[src/rtl/spi_slv.sv]
// SPI mode-0 responder: oversamples SCLK/MOSI/SS_N on clk, shifts a preloaded word
// out on MISO and collects MOSI into a right-aligned receive word.
module spi_slv #(
    parameter int CLK_DIVIDE = 100,
    parameter int SPI_MAXLEN = 32
) (
    input  logic                          clk,
    input  logic                          aresetn,
    input  logic                          tx_valid,
    output logic                          tx_ready,
    input  logic [$clog2(SPI_MAXLEN):0]   tx_len,
    input  logic [SPI_MAXLEN-1:0]         tx_data,
    output logic                          rx_valid,
    output logic [SPI_MAXLEN-1:0]         rx_data,
    output logic [$clog2(SPI_MAXLEN):0]   rx_len,
    output logic                          rx_overflow,
    output logic                          tx_underrun,
    output logic                          busy,
    input  logic                          SCLK,
    input  logic                          MOSI,
    input  logic                          SS_N,
    output logic                          MISO,
    output logic                          MISO_oe
);

    localparam int IW = $clog2(SPI_MAXLEN);
    localparam int LW = IW + 1;
    localparam logic [LW-1:0] MAXLEN = LW'(SPI_MAXLEN);

    typedef enum logic [1:0] {IDLE, ACTIVE, DONE} state_t;

    state_t state, state_nxt;

    logic sclk_s1, sclk_s2, sclk_d;
    logic mosi_s1, mosi_s2;
    logic ss_s1, ss_s2, ss_d;
    logic [1:0] fill;
    logic armed;
    logic sclk_rise, sclk_fall, ss_fall, ss_rise;

    logic                  hold_full;
    logic [SPI_MAXLEN-1:0] hold_data;
    logic [LW-1:0]         hold_len;
    logic [LW-1:0]         tx_len_c;

    logic [SPI_MAXLEN-1:0] tx_shift;
    logic [SPI_MAXLEN-1:0] rx_shift;
    logic [LW-1:0]         idx;
    logic [LW-1:0]         bit_cnt;
    logic                  ovf_flag;
    logic                  udr_flag;
    logic [IW-1:0]         first_sel;
    logic [IW-1:0]         next_sel;

    if (CLK_DIVIDE < 8 || (CLK_DIVIDE % 2) != 0) begin : g_bad_clk_divide
        $error("CLK_DIVIDE must be even and at least 8");
    end

    always_ff @(posedge clk or negedge aresetn) begin
        if (!aresetn) begin
            sclk_s1 <= 1'b0;
            sclk_s2 <= 1'b0;
            sclk_d  <= 1'b0;
            mosi_s1 <= 1'b0;
            mosi_s2 <= 1'b0;
            ss_s1   <= 1'b1;
            ss_s2   <= 1'b1;
            ss_d    <= 1'b1;
            fill    <= 2'd0;
            armed   <= 1'b0;
        end else begin
            sclk_s1 <= SCLK;
            sclk_s2 <= sclk_s1;
            sclk_d  <= sclk_s2;
            mosi_s1 <= MOSI;
            mosi_s2 <= mosi_s1;
            ss_s1   <= SS_N;
            ss_s2   <= ss_s1;
            ss_d    <= ss_s2;
            if (fill != 2'd2) fill <= fill + 2'd1;
            // SS_N must be seen high through a refilled chain before a fall counts
            if (fill == 2'd2 && ss_s2) armed <= 1'b1;
        end
    end

    assign sclk_rise = sclk_s2 & ~sclk_d;
    assign sclk_fall = ~sclk_s2 & sclk_d;
    assign ss_fall   = armed & ss_d & ~ss_s2;
    assign ss_rise   = ~ss_d & ss_s2;

    assign tx_ready  = ~hold_full;
    assign tx_len_c  = (tx_len > MAXLEN) ? MAXLEN : tx_len;
    assign first_sel = hold_len[IW-1:0] - IW'(1);
    assign next_sel  = idx[IW-1:0] - IW'(2);

    always_ff @(posedge clk or negedge aresetn) begin
        if (!aresetn) begin
            hold_full <= 1'b0;
            hold_data <= '0;
            hold_len  <= '0;
        end else if (state == IDLE && ss_fall && hold_full) begin
            hold_full <= 1'b0;
        end else if (tx_valid && !hold_full) begin
            hold_full <= 1'b1;
            hold_data <= tx_data;
            hold_len  <= tx_len_c;
        end
    end

    always_ff @(posedge clk or negedge aresetn) begin
        if (!aresetn) state <= IDLE;
        else          state <= state_nxt;
    end

    always_comb begin
        state_nxt = state;
        case (state)
            IDLE:    if (ss_fall) state_nxt = ACTIVE;
            ACTIVE:  if (ss_rise) state_nxt = DONE;
            DONE:    state_nxt = IDLE;
            default: state_nxt = IDLE;
        endcase
    end

    always_comb begin
        busy     = (state == ACTIVE);
        MISO_oe  = (state == ACTIVE);
        rx_valid = (state == DONE);
    end

    always_ff @(posedge clk or negedge aresetn) begin
        if (!aresetn) begin
            tx_shift    <= '0;
            rx_shift    <= '0;
            idx         <= '0;
            bit_cnt     <= '0;
            ovf_flag    <= 1'b0;
            udr_flag    <= 1'b0;
            MISO        <= 1'b0;
            rx_data     <= '0;
            rx_len      <= '0;
            rx_overflow <= 1'b0;
            tx_underrun <= 1'b0;
        end else begin
            case (state)
                IDLE: begin
                    MISO <= 1'b0;
                    if (ss_fall) begin
                        bit_cnt  <= '0;
                        rx_shift <= '0;
                        ovf_flag <= 1'b0;
                        if (hold_full) begin
                            tx_shift <= hold_data;
                            idx      <= hold_len;
                            MISO     <= (hold_len != '0) ? hold_data[first_sel] : 1'b0;
                            udr_flag <= 1'b0;
                        end else begin
                            tx_shift <= '0;
                            idx      <= '0;
                            udr_flag <= 1'b1;
                        end
                    end
                end
                ACTIVE: begin
                    if (ss_rise) begin
                        // SS_N release wins over any coincident SCLK edge
                        MISO        <= 1'b0;
                        rx_data     <= rx_shift;
                        rx_len      <= bit_cnt;
                        rx_overflow <= ovf_flag;
                        tx_underrun <= udr_flag;
                    end else if (sclk_rise) begin
                        if (bit_cnt < MAXLEN) begin
                            rx_shift <= {rx_shift[SPI_MAXLEN-2:0], mosi_s2};
                            bit_cnt  <= bit_cnt + LW'(1);
                        end else begin
                            ovf_flag <= 1'b1;
                        end
                    end else if (sclk_fall) begin
                        if (idx > LW'(1)) begin
                            idx  <= idx - LW'(1);
                            MISO <= tx_shift[next_sel];
                        end else begin
                            idx  <= '0;
                            MISO <= 1'b0;
                        end
                    end
                end
                DONE: begin
                    ovf_flag <= 1'b0;
                    udr_flag <= 1'b0;
                end
                default: ;
            endcase
        end
    end

    tx_len_legal: assert property (@(posedge clk) disable iff (!aresetn)
        (tx_valid && tx_ready) |-> (tx_len <= MAXLEN));

endmodule
[config.mk]
export PLATFORM = sky130hd
export DESIGN_NAME = spi_slv
export DESIGN_NICKNAME = d
export VERILOG_FILES = /design/src/rtl/spi_slv.sv
export SDC_FILE = /design/constraint.sdc
export NUM_CORES = 1
export LEC_CHECK = 0
export ABC_AREA = 1
export CORE_MARGIN = 10
export CORE_UTILIZATION = 60
export DETAILED_ROUTE_END_ITERATION = 12
export GPL_TIMING_DRIVEN = 0
export MAX_ROUTING_LAYER = met4
export PLACE_DENSITY_LB_ADDON = 0.08
export SLEW_MARGIN = 0
export SYNTH_ARGS = -nofsm -noshare
export SYNTH_HDL_FRONTEND = slang
export SYNTH_SLANG_ARGS = --single-unit
[constraint.sdc]
create_clock -name clk -period 4.1 [get_ports clk]
set_input_delay 0.82 -clock clk [delete_from_list [all_inputs] [get_ports clk]]
set_output_delay 0.82 -clock clk [all_outputs]
set_load 0.02 [all_outputs]
# ---- After elaboration in Yosys (flattened, before gate mapping)
# Cells that the tools add are included.
dict set report op_classes {
  n_reduce_logical 20
  order_cmp 5
  add_sub_neg 5
  muxes 44
  eq_ne 14
  bitwise 11
}
# cell n
set op_table {}
lappend op_table {{$mux 32} 5}
lappend op_table {{$mux 6} 11}
lappend op_table {{$pmux 32 s2} 1}
lappend op_table {{$pmux 6 s2} 2}
lappend op_table {{$mux 1} 17}
lappend op_table {{$reduce_and 5->1} 3}
lappend op_table {{$lt 5x6->1 const B} 2}
lappend op_table {{$bmux 1 s5} 2}
lappend op_table {{$ne 2x2->1 const B} 5}
lappend op_table {{$reduce_and 2->1} 5}
lappend op_table {{$ne 2x1->1 const B} 4}
lappend op_table {{$add 6x1->6 const B} 1}
lappend op_table {{$gt 6x1->1 const B} 1}
lappend op_table {{$gt 6x6->1 const B} 1}
lappend op_table {{$lt 6x6->1 const B} 1}
lappend op_table {{$not 1->1} 6}
lappend op_table {{$reduce_bool 2->1} 3}
lappend op_table {{$reduce_bool 6->1} 1}
lappend op_table {{$sub 6x1->6 const B} 1}
lappend op_table {{$and 1x1->1} 5}
lappend op_table {{$sub 5x1->5 const B} 1}
lappend op_table {{$sub 5x2->5 const B} 1}
lappend op_table {{$eq 2x2->1 const B} 2}
lappend op_table {{$logic_and 1x1->1} 4}
lappend op_table {{other kinds (12)} 14}
dict set report totals {
  word_cells 124
  out_inout_bits 45
  register_bits 171
}

# ---- Longest topological paths before layout
dict set report logic_depth {
  word_depth 8
  mapped_depth 16
  mapped_depth_nobuf 14
}

# ---- Worst setup path after synthesis
# OpenSTA, ideal clock, no wires.
dict set report synth_timing {
  path_type {register to register}
  start {register hold_len[0]}
  end {register MISO}
  slack_ns 2.245
  setup_ns 0.116
  arrival_time_ns 1.738
  path_stages_with_launch 16
  path_cell_list {dfrtp_1 -> buf_4 -> inv_2 -> buf_4 -> ha_1 -> buf_2 -> inv_1 -> nand3_1 -> nand3_1 -> nand3_1 -> nand3_1 -> nand2_1 -> nand2_1 -> nand2_1 -> nand2_1 -> nand2_1}
}
dict set report synth_via {
  elab_chain_len 7
}
# item line
set synth_lines {}
lappend synth_lines {{start: declaration} 43} ;# logic [LW-1:0] hold_len;
lappend synth_lines {{start signal: assignment} 106} ;# hold_len <= tx_len_c;
lappend synth_lines {{$sub 5x1->5} 93} ;# assign first_sel = hold_len[IW-1:0] - IW'(1);
lappend synth_lines {{$bmux 1 s5} 155} ;# MISO <= (hold_len != '0) ? hold_data[first_sel] : 1'b0;
lappend synth_lines {{$mux 1 (not written as such)} 155}
lappend synth_lines {{$mux 1 *} 155}
lappend synth_lines {{$mux 1 *} 152} ;# if (hold_full) begin
lappend synth_lines {{$mux 1 *} 148} ;# if (ss_fall) begin
lappend synth_lines {{$pmux 1 s2 *} 145} ;# case (state)
lappend synth_lines {{end signal: assignment} 155}
lappend synth_lines {{end signal: assignment} 182} ;# MISO <= tx_shift[next_sel];
lappend synth_lines {{end: declaration} 22} ;# output logic MISO,
# Every way passes the cells marked *; elsewhere a longest branch is shown, timed or not. The select of a mux whose other input is x is not followed.
# A chain may end at the register's enable or synchronous reset.

# ---- Worst setup path after layout
dict set report layout_timing {
  start {register state[1]}
  end {output port busy}
}
dict set report layout_via {
  elab_chain_len 1
}
# item line
set layout_lines {}
lappend layout_lines {{start: declaration} 32} ;# state_t state, state_nxt;
lappend layout_lines {{start signal: assignment} 112} ;# else state <= state_nxt;
lappend layout_lines {{$eq 2x1->1} 126} ;# busy = (state == ACTIVE);
lappend layout_lines {{end: declaration} 18} ;# output logic busy,
# No other way between the ends.

==> flow_summary.ini <==
[pwr]
seqPwrFrac_pct = 37.3
p_total_w = 0.00639
p_comb_share_pct = 36.5
switching_share_pct = 37.9
p_clk_share_pct = 26.1
ir_drop_v = 0.000373
leakage_nw = 4.32
p_per_area_mw_per_mm2 = 682
intPower_w = 0.00396
p_switching_w = 0.00242

[status]
status = finished clean

[flow_run]
maxCapViolations = 0

[sta]
max_slew_margin_pct = 61.9
tns_ps = 0
drv_slew = 0
hold_viol_final = 0
max_freq_ghz = 0.365
setup_slack_ps = 1360
tightestPinTransition_ps = 571
rsz0062_at_grt = no
min_period_over_period_pct = 66.8
period_needed_ps = 2740
final.setup_skew_ps = 6.27
finalSetupViolCount = 0

[synth]
yosysSeqAreaShare_pct = 56.1
ys_types = 37
syn-cell-area_sq_mm = 0.00763
ys_seq_elements = 171
ys.flop_type = dfrtp_1
synthCells = 821
synthArstFlopShare_pct = 100
yosys_warnings = 0
yosysTopAreaCell = dfrtp_1
syn_nets = 873
yosysTopAreaCellShare_pct = 55.1
synth_edf_count = 0
synth.area.top_cells = dfrtp_1 (55%), nand2_1 (10%), inv_1 (5.3%)
post_synth.cell_area_avg_sq_um = 9.30

[final_layout]
area.growth.synth_to_final_pct = 22.7
n_antenna_cell = 0
nNetsFinal = 981
utilization_pct = 74.8
final_cells = 1113
mostFrequentLayoutCells = nand2_1 (207), dfrtp_1 (168), inv_1 (108)
post_route_cells_drive_above_1_share_pct = 12.6
final_common_cell = nand2_1

[clock_tree]
cts_hold_buf = 0
clock-sinks = 171
clk_pin_slew_worst_paths_ps = 60
insertion_delay_ps = 440
cts.path.max_buffers = 2
post_cts_buffers = 0
cts_inserted_buffers = 17
root_buffer = clkbuf_16
htreeDepth = 4
cts_tree = done
ctsResizeCount = 0

[floorplan]
die_w_microns = 133
initial_core_util_pct = 61.0
core_area_sq_mm = 0.0125
die_h_microns = 133
num_io_pins = 89
die_area_sq_mm = 0.0176
rows = 41

[place]
dp_slack_ps = 1710
place.gp.congestion = 0.930
portBuffers = 88
dp_hpwl_microns = 13700
dp.cells = 1082

[worst_setup_path]
path_class = flop to output port
critPathRequiredTime_ps = 3280
crit_fanout = 10
cp-end-kind = output port
crit_arrival_ps = 1920
critPathLaunchType = flop
worst-r2r-setup-slack_ps = 1680

[drt]
firstDrtPassIters = 5
routed_via_density = 5.47
wl_per_cell_microns = 17.0
drc = 0
wl_microns = 18900
ant_nets = 0
vias = 6087
drt_iter0_drc = 460

[grt]
grt_usage_pct = 22.4
overflow = 0
grt_max_degree = 95
grt_pass1_wl_microns = 31500
grt_pass1_vias = 6474
antenna_found_initial = 0

[min_path]
hp-class = input port to asynchronous set/reset pin
## area by class of cell
| cell class | instances | area, sq um |
|---|---|---|
| inverter | 117 | 447 |
| sequential | 171 | 4280 |
| fill | 927 | 3150 |
| multi-input combinational | 493 | 2630 |
| clock inverter | 12 | 173 |
| timing repair buffer | 89 | 913 |
| clock buffer | 19 | 433 |
| buffer | 40 | 273 |
| tap | 172 | 215 |
## state kept, by name, indices dropped and copies added, names as in the netlist, 2 cells and up
name and flops:
idx 6, bit_cnt 6, fill 2, hold_data 32
hold_len 6, state 2, tx_shift 32, rx_len 6
rx_shift 32, rx_data 32
## metal layers
metal | track usage, % | part of all wire (%)
met5 | - | 0
met1 | 25.1 | 42
met3 | 3.97 | 3.9
met4 | 9.29 | 2.2
met2 | 38.7 | 52
## stage by stage
step	hold WS, ps	cell area (sq um)
floorplan	331	7630
global placement	338	8730
detailed placement	335	8760
CTS	347	9370
global route	366	9370
finish	327	9370
## Yosys cell counts, types with 2 or more instances
cell and count:
o211ai_1 5, dfrtp_1 168, xor2_1 3, clkbuf_1 7, nand2_1 207, nor3_2 3
o22ai_2 30, xnor2_1 3, buf_2 14, nor3_1 3, ha_1 8, inv_1 108
o21ai_0 72, nor3b_1 2, o21ai_1 21, nand2_4 5, o22ai_1 20, nand2_2 3
nand3_1 76, a21oi_1 7, dfstp_2 3, nor2_1 16, buf_6 10, buf_4 8
inv_2 7
## path summary, 6_finish.rpt
kind / startpoint / end / cells after the start
min in group clk: sclk_s1$_DFF_PN0_ / sclk_s2$_DFF_PN0_ / 0
worst min register to register: sclk_s1$_DFF_PN0_ / sclk_s2$_DFF_PN0_ / 0
worst max-delay path: state[1]$_DFFE_PN0P_ / busy / 3
max in group asynchronous: aresetn / hold_data[23]$_DFFE_PN0P_ / 2
worst max register to register: hold_len[0]$_DFFE_PN0P_ / MISO$_DFFE_PN0P_ / 15
worst min-delay path: aresetn / rx_shift[27]$_DFFE_PN0P_ / 1
## worst max-delay path, stage by stage, from the launching register on
cell and delay, ps:
dfrtp_1 460, nor2_8 270, buf_4 150, clkdlybuf4s50_1 600
## cell families (layout without fill, tap and decap cells)
kind of cell	count (synthesis)	after routing	synth area share, %
adders and majority gates	8	8	1.31
DFF	171	171	56.1
xor gates and xnor gates	6	6	0.689
and+or+nand+nor	320	320	18.4
buffers and inverters	157	277	9.43
AOI/OAI and AO/OA	159	159	14.0
## power by group through the flow
stage                     sequential (W)  clock, W  combinational (W)
after floorplan                  0.00236         0            0.00158
after global placement           0.00239         0            0.00223
after detailed placement         0.00240         0            0.00230
after CTS                        0.00238   0.00167            0.00232
after global routing             0.00243   0.00175            0.00258
final                            0.00239   0.00167            0.00233
Power figures use the tool's default switching activity.
